==> src/rtl/hazard_pkg.sv <==
// Shared types and elaboration-time helpers for the ID-stage hazard scoreboard.
package hazard_pkg;

  typedef enum logic [1:0] {
    CLS_ALU  = 2'd0,
    CLS_LOAD = 2'd1,
    CLS_LONG = 2'd2
  } instr_class_e;

  function automatic int unsigned clog2(input int unsigned v);
    int unsigned r;
    r = 0;
    for (int unsigned i = 0; i < 32; i++) begin
      if ((32'd1 << i) < v) r = i + 1;
    end
    return r;
  endfunction

  // Counter width able to hold the larger of the two producer latencies.
  function automatic int unsigned sb_width(input int unsigned load_lat,
                                           input int unsigned long_lat);
    return clog2(((load_lat > long_lat) ? load_lat : long_lat) + 1);
  endfunction

endpackage

==> src/rtl/hazard_sb_entry.sv <==
// One scoreboard entry: cycles a consumer of this register must still wait.
module hazard_sb_entry #(
  parameter int unsigned W = 3
) (
  input  logic         i_clk,
  input  logic         i_rst,
  input  logic         i_load,
  input  logic [W-1:0] i_load_val,
  input  logic         i_clr,
  output logic         o_busy
);

  logic [W-1:0] r_cnt;

  // Clear beats load beats countdown; a load overrides any pending value.
  always_ff @(posedge i_clk or posedge i_rst) begin
    if (i_rst) begin
      r_cnt <= '0;
    end else if (i_clr) begin
      r_cnt <= '0;
    end else if (i_load) begin
      r_cnt <= i_load_val;
    end else if (r_cnt != '0) begin
      r_cnt <= r_cnt - W'(1);
    end
  end

  assign o_busy = (r_cnt != '0);

endmodule

==> src/rtl/hazard_scoreboard.sv <==
// ID-stage hazard unit: per-register countdown scoreboard, redirect squash,
// pipeline enable/flush control and stall/flush performance counters.
module hazard_scoreboard
  import hazard_pkg::*;
#(
  parameter int unsigned NUM_REGS = 32,
  parameter int unsigned REG_AW   = 5,
  parameter int unsigned LOAD_LAT = 1,
  parameter int unsigned LONG_LAT = 4,
  parameter int unsigned CNT_W    = 32
) (
  input  logic              clk_i,
  input  logic              rst_i,
  input  logic              id_valid_i,
  input  logic [REG_AW-1:0] id_rs_i,
  input  logic [REG_AW-1:0] id_rt_i,
  input  logic              id_uses_rs_i,
  input  logic              id_uses_rt_i,
  input  logic              id_wr_en_i,
  input  logic [REG_AW-1:0] id_wr_reg_i,
  input  logic              id_is_load_i,
  input  logic              id_is_long_i,
  input  logic              redirect_i,
  output logic              pc_write_o,
  output logic              ifid_write_o,
  output logic              ifid_flush_o,
  output logic              idex_flush_o,
  output logic              exmem_flush_o,
  output logic              stall_o,
  output logic [CNT_W-1:0]  stall_cycles_o,
  output logic [CNT_W-1:0]  flush_events_o
);

  localparam int unsigned SB_W = sb_width(LOAD_LAT, LONG_LAT);

  logic [NUM_REGS-1:0] w_busy;
  logic                w_rs_haz;
  logic                w_rt_haz;
  logic                w_stall;
  logic                w_issue;
  logic                w_sb_wr;
  instr_class_e        w_cls;
  logic [SB_W-1:0]     w_load_val;

  // History of destination registers now in ID/EX (h0) and EX/MEM (h1).
  logic                r_h0_vld;
  logic                r_h1_vld;
  logic [REG_AW-1:0]   r_h0_reg;
  logic [REG_AW-1:0]   r_h1_reg;
  logic [CNT_W-1:0]    r_stall_cnt;
  logic [CNT_W-1:0]    r_flush_cnt;

  // Register 0 is hard-wired, so it is never busy.
  assign w_busy[0] = 1'b0;

  generate
    for (genvar g = 1; g < NUM_REGS; g++) begin : g_sb
      logic w_ld;
      logic w_clr;
      assign w_ld  = w_sb_wr && (id_wr_reg_i == REG_AW'(g));
      assign w_clr = redirect_i &&
                     ((r_h0_vld && (r_h0_reg == REG_AW'(g))) ||
                      (r_h1_vld && (r_h1_reg == REG_AW'(g))));
      hazard_sb_entry #(.W(SB_W)) u_entry (
        .i_clk      (clk_i),
        .i_rst      (rst_i),
        .i_load     (w_ld),
        .i_load_val (w_load_val),
        .i_clr      (w_clr),
        .o_busy     (w_busy[g])
      );
    end
  endgenerate

  assign w_rs_haz = id_uses_rs_i && w_busy[id_rs_i];
  assign w_rt_haz = id_uses_rt_i && w_busy[id_rt_i];
  assign w_stall  = id_valid_i && !redirect_i && (w_rs_haz || w_rt_haz);
  assign w_issue  = id_valid_i && !w_stall && !redirect_i;
  assign w_sb_wr  = w_issue && id_wr_en_i && (id_wr_reg_i != '0);

  // Classify the ID instruction; load takes precedence if both flags are set.
  always_comb begin
    w_cls = CLS_ALU;
    if (id_is_load_i)      w_cls = CLS_LOAD;
    else if (id_is_long_i) w_cls = CLS_LONG;
  end

  // Wait count seeded into the destination entry; ALU results are forwarded.
  always_comb begin
    w_load_val = '0;
    case (w_cls)
      CLS_LOAD: w_load_val = SB_W'(LOAD_LAT);
      CLS_LONG: w_load_val = SB_W'(LONG_LAT);
      default:  w_load_val = '0;
    endcase
  end

  // Squash history: shifts every edge, bubble when nothing issues, cleared on redirect.
  always_ff @(posedge clk_i or posedge rst_i) begin
    if (rst_i) begin
      r_h0_vld <= 1'b0;
      r_h1_vld <= 1'b0;
      r_h0_reg <= '0;
      r_h1_reg <= '0;
    end else if (redirect_i) begin
      r_h0_vld <= 1'b0;
      r_h1_vld <= 1'b0;
      r_h0_reg <= '0;
      r_h1_reg <= '0;
    end else begin
      r_h1_vld <= r_h0_vld;
      r_h1_reg <= r_h0_reg;
      r_h0_vld <= w_sb_wr;
      r_h0_reg <= id_wr_reg_i;
    end
  end

  // Wrapping performance counters for stall cycles and redirect events.
  always_ff @(posedge clk_i or posedge rst_i) begin
    if (rst_i) begin
      r_stall_cnt <= '0;
      r_flush_cnt <= '0;
    end else begin
      if (w_stall)    r_stall_cnt <= r_stall_cnt + CNT_W'(1);
      if (redirect_i) r_flush_cnt <= r_flush_cnt + CNT_W'(1);
    end
  end

  assign stall_o        = w_stall;
  assign pc_write_o     = !w_stall;
  assign ifid_write_o   = !w_stall;
  assign ifid_flush_o   = redirect_i;
  assign idex_flush_o   = redirect_i || w_stall;
  assign exmem_flush_o  = redirect_i;
  assign stall_cycles_o = r_stall_cnt;
  assign flush_events_o = r_flush_cnt;

endmodule

==> config.mk <==
export PLATFORM = sky130hd
export DESIGN_NAME = hazard_scoreboard
export DESIGN_NICKNAME = d
export VERILOG_FILES = /design/src/rtl/hazard_pkg.sv /design/src/rtl/hazard_sb_entry.sv /design/src/rtl/hazard_scoreboard.sv
export SDC_FILE = /design/constraint.sdc
export NUM_CORES = 1
export LEC_CHECK = 0
export ABC_CLOCK_PERIOD_IN_PS = 4600
export CAP_MARGIN = 25
export CORE_ASPECT_RATIO = 1.5
export CORE_UTILIZATION = 43
export CTS_CLUSTER_SIZE = 8
export DETAILED_ROUTE_END_ITERATION = 7
export GPL_TIMING_DRIVEN = 1
export HOLD_SLACK_MARGIN = 0.05
export SLEW_MARGIN = 20
export SYNTH_ARGS = -nofsm -noshare
export SYNTH_HDL_FRONTEND = slang
export SYNTH_HIERARCHICAL = 1
export SYNTH_SLANG_ARGS = --single-unit
==> constraint.sdc <==
create_clock -name clk_i -period 4.6 [get_ports clk_i]
set_input_delay 1.15 -clock clk_i [delete_from_list [all_inputs] [get_ports clk_i]]
set_output_delay 1.15 -clock clk_i [all_outputs]
set_load 0.005 [all_outputs]
==> impl_metrics.env <==
export IMPL_die_w_um=135
export IMPL_synth_top_area_share_pct=36.8
export IMPL_place_area_um2=13100
export IMPL_pin_count=94
export IMPL_async_flop_share_pct=100
export IMPL_start_util_pct=44.1
export IMPL_synth_cells=1184
export IMPL_worst_pin_slew_ns=0.717
export IMPL_r2r_slack_ns=0.83
export IMPL_grt_ovfl_total=0
export IMPL_finalSetupViolCount=0
export IMPL_clkTransAtPathRegs_ns=0.07
export IMPL_h_tree_depth=4
export IMPL_area_growth_pct=21.2
export IMPL_post_drt_via_cell_ratio=5.22
export IMPL_grt_pass1_vias=9077
export IMPL_synth_cell_type_count=49
export IMPL_dp_hpwl_um=20300
export IMPL_fin_skew_ns=0.00841
export IMPL_first_pass_iters=5
export IMPL_path_class="in -> out"
export IMPL_power_density_nw_per_um2=516
export IMPL_grt_usage_pct=21.9
export IMPL_clkLatencyLatePin_ns=0.43
export IMPL_peakVddDrop_v=0.000263
export IMPL_hold_class="reg -> reg"
export IMPL_crit_start="id_rt_i[2]"
export IMPL_yosysSeqAreaShare_pct=36.8
export IMPL_cts_sinks=169
export IMPL_drcViolationCount=0
export IMPL_routed_wl_um=28100
export IMPL_synth_largest_area_cell="dfrtp_1"
export IMPL_final_layout_size_suffix_gt1_share_pct=13.7
export IMPL_cellLeakagePower_uw=0.00618
export IMPL_startpoint_type="input port"
export IMPL_finalCritPeriodShare_pct=97.7
export IMPL_ys_warn_count=6
export IMPL_rr_startpoint="g_sb[26].u_entry/r_cnt[0]"
export IMPL_worstSetupEndpointType="output pin"
export IMPL_antenna_cells=0
export IMPL_largest_reg_flops=93
export IMPL_post_route_min_period_ns=4.49
export IMPL_fmax_mhz=223
export IMPL_arrival_ns=3.34
export IMPL_drv_slew=0
export IMPL_rr_worst_depth=15
export IMPL_wire_per_inst_um=16.7
export IMPL_synth_edf_count=0
export IMPL_critPathRequiredTime_ns=3.45
export IMPL_drv_cap=0
export IMPL_ys_top_cells_by_area="dfrtp_1 37%, ha_1 7.0%, inv_1 6.4%"
export IMPL_cts_root_buf="clkbuf_16"
export IMPL_avgSynthCellArea_um2=9.70
export IMPL_layout_nets=1423
export IMPL_die_height_um=202
export IMPL_rows=72
export IMPL_grt_pass1_wl_um=47000
export IMPL_status="completed"
export IMPL_critPathMaxFanout=5
export IMPL_antenna_left=0
export IMPL_rsz0062_at_grt="no"
export IMPL_synthFlopType="dfrtp_1"
export IMPL_regMostFlops="g_sb.u_entry/r_cnt"
export IMPL_grt_max_degree=55
export IMPL_cts_tree="yes"
export IMPL_dr_total_vias=8766
export IMPL_crit_end="idex_flush_o"
export IMPL_rr_endpoint="g_sb[23].u_entry/r_cnt[1]"
export IMPL_cts_buffer_depth=2
export IMPL_cts_made_buffers=17
export IMPL_fin_area_um2=13900
export IMPL_antenna_found_initial=0
export IMPL_drt_iter0_drc=367
export IMPL_final_core_util_pct=53.5
export IMPL_relSlewSlack_pct=52.2
export IMPL_fp_dieArea_um2=27400
export IMPL_hold_viol_final=0
export IMPL_portBuffers=93
export IMPL_synthesis_area_um2=11500
export IMPL_gp_congestion=0.872
export IMPL_core_area_um2=26000
export IMPL_ys_ff_latch=169
## Yosys cell counts (2+ instances only)
| cell type | n |
|---|---|
| a311oi_2 | 31 |
| and2_1 | 36 |
| and2b_1 | 31 |
| and3_1 | 20 |
| and4_1 | 2 |
| and4b_1 | 2 |
| buf_1 | 2 |
| buf_2 | 4 |
| buf_4 | 5 |
| buf_6 | 4 |
| clkbuf_1 | 22 |
| dfrtp_1 | 169 |
| ha_1 | 64 |
| inv_1 | 195 |
| mux2_2 | 3 |
| mux2i_1 | 14 |
| mux4_2 | 11 |
| nand2_1 | 60 |
| nand2b_1 | 8 |
| nand3_1 | 34 |
| nand3b_1 | 69 |
| nand4_1 | 26 |
| nand4b_1 | 3 |
| nor2_1 | 31 |
| nor2b_1 | 81 |
| nor3_1 | 8 |
| nor3_2 | 9 |
| o22ai_1 | 28 |
| o31ai_1 | 32 |
| o32ai_1 | 3 |
| o41ai_2 | 31 |
| or2_1 | 32 |
| or2_2 | 3 |
| or3_1 | 3 |
| or3b_2 | 3 |
| xnor2_1 | 55 |
| xor2_1 | 38 |
## placed cells by master (no fill, tap or decap), drive strengths merged, types with 2 or more instances in the layout
master,instances
dlymetal6s2s,2
nand2b,8
and4b,2
a311oi,31
nand4b,3
or3b,3
mux2,3
clkbuf,22
or2,36
nand3b,69
dfrtp,169
xor2,38
o32ai,3
and2,36
or3,3
bufinv,7
nor2b,81
o21ai,2
mux2i,14
conb,31
and3,20
o31ai,32
mux4,11
nor2,31
clkinv,3
nor3,17
nand3,34
o41ai,31
nand4,26
ha,64
xnor2,55
clkdlybuf4s50,88
nand2,60
and2b,31
buf,45
and4,2
o22ai,28
inv,196
## area by class of cell
type                    count  area [um^2]
fillers                  2438        12100
inverters                 195          734
repair buffers            139         1310
well taps                 333          417
clock buffers              19          443
multi-input cells         813         6540
clock inverters            12          245
flip-flops and latches    169         4230
## per-layer routing
metal	share of wire [%]	track usage [%]
met1	42	26.0
met2	52	39.1
met3	4.2	4.72
met4	1.7	6.50
met5	0	0
## worst min path at each step
| stage | startpoint | endpoint | slack (ns) | cells after the start |
|---|---|---|---|---|
| 2_1_floorplan | flush_events_o[31] | flush_events_o[31] | 0.47 | 1 |
| 3_3_place_gp | flush_events_o[26] | flush_events_o[26] | 0.47 | 1 |
| 3_5_place_dp | stall_cycles_o[31] | stall_cycles_o[31] | 0.46 | 1 |
| 4_1_cts | stall_cycles_o[31] | stall_cycles_o[31] | 0.48 | 1 |
| 5_1_grt | flush_events_o[31] | flush_events_o[31] | 0.51 | 1 |
| 6_report | stall_cycles_o[31] | stall_cycles_o[31] | 0.48 | 1 |
## stage by stage
step | instances | worst slack [ns] | hold slack (ns) | TNS, ns | power, uW
after CTS | 1679 | 0.0113 | 0.483 | 0 | 7220
after global placement | 1645 | -0.268 | 0.474 | -0.835 | 5340
after detailed placement | 1645 | -0.268 | 0.462 | -0.880 | 5440
final | 1680 | 0.106 | 0.482 | 0 | 7180
after floorplan | 1214 | 0.515 | 0.468 | 0 | 4710
after global routing | 1680 | 0.000417 | 0.511 | 0 | 7790
## critical path, stage by stage
cell             delay, ns
clkdlybuf4s50_1       0.46
buf_4                 0.19
or2_1                 0.24
a32o_1                0.24
o21ai_2               0.19
o21ai_4               0.12
buf_4                 0.15
a21o_1                0.16
clkdlybuf4s50_1       0.44
## cells by family (layout without fill, tap and decap cells)
| kind of cell | count (synthesis) | count (layout) | share of synthesized area, % |
|---|---|---|---|
| flops | 169 | 169 | 36.8 |
| simple gates | 463 | 463 | 24.4 |
| other cells | 1 | 31 | 0.0327 |
| compound gates | 134 | 134 | 12.9 |
| xor+xnor | 93 | 93 | 7.09 |
| mux | 28 | 28 | 3.67 |
| fa+ha+maj | 64 | 64 | 6.97 |
| buf+inv | 232 | 365 | 8.05 |
## where the power goes
part	total, uW	internal [uW]	switching (uW)
registers	2310	2010	298
clock network	1700	1090	617
logic	3160	1710	1450
total	7180	4810	2370
## what timing repair did
item / CTS / global route
gates resized for setup: 9 / 22
pin swaps: 2 / 3
endpoints found under the setup margin: 4 / 4
hold buffers: 0 / 0
setup buffers: 2 / 1
gates cloned: 1 / 0
Note: power is estimated with default switching activity, not from simulation.
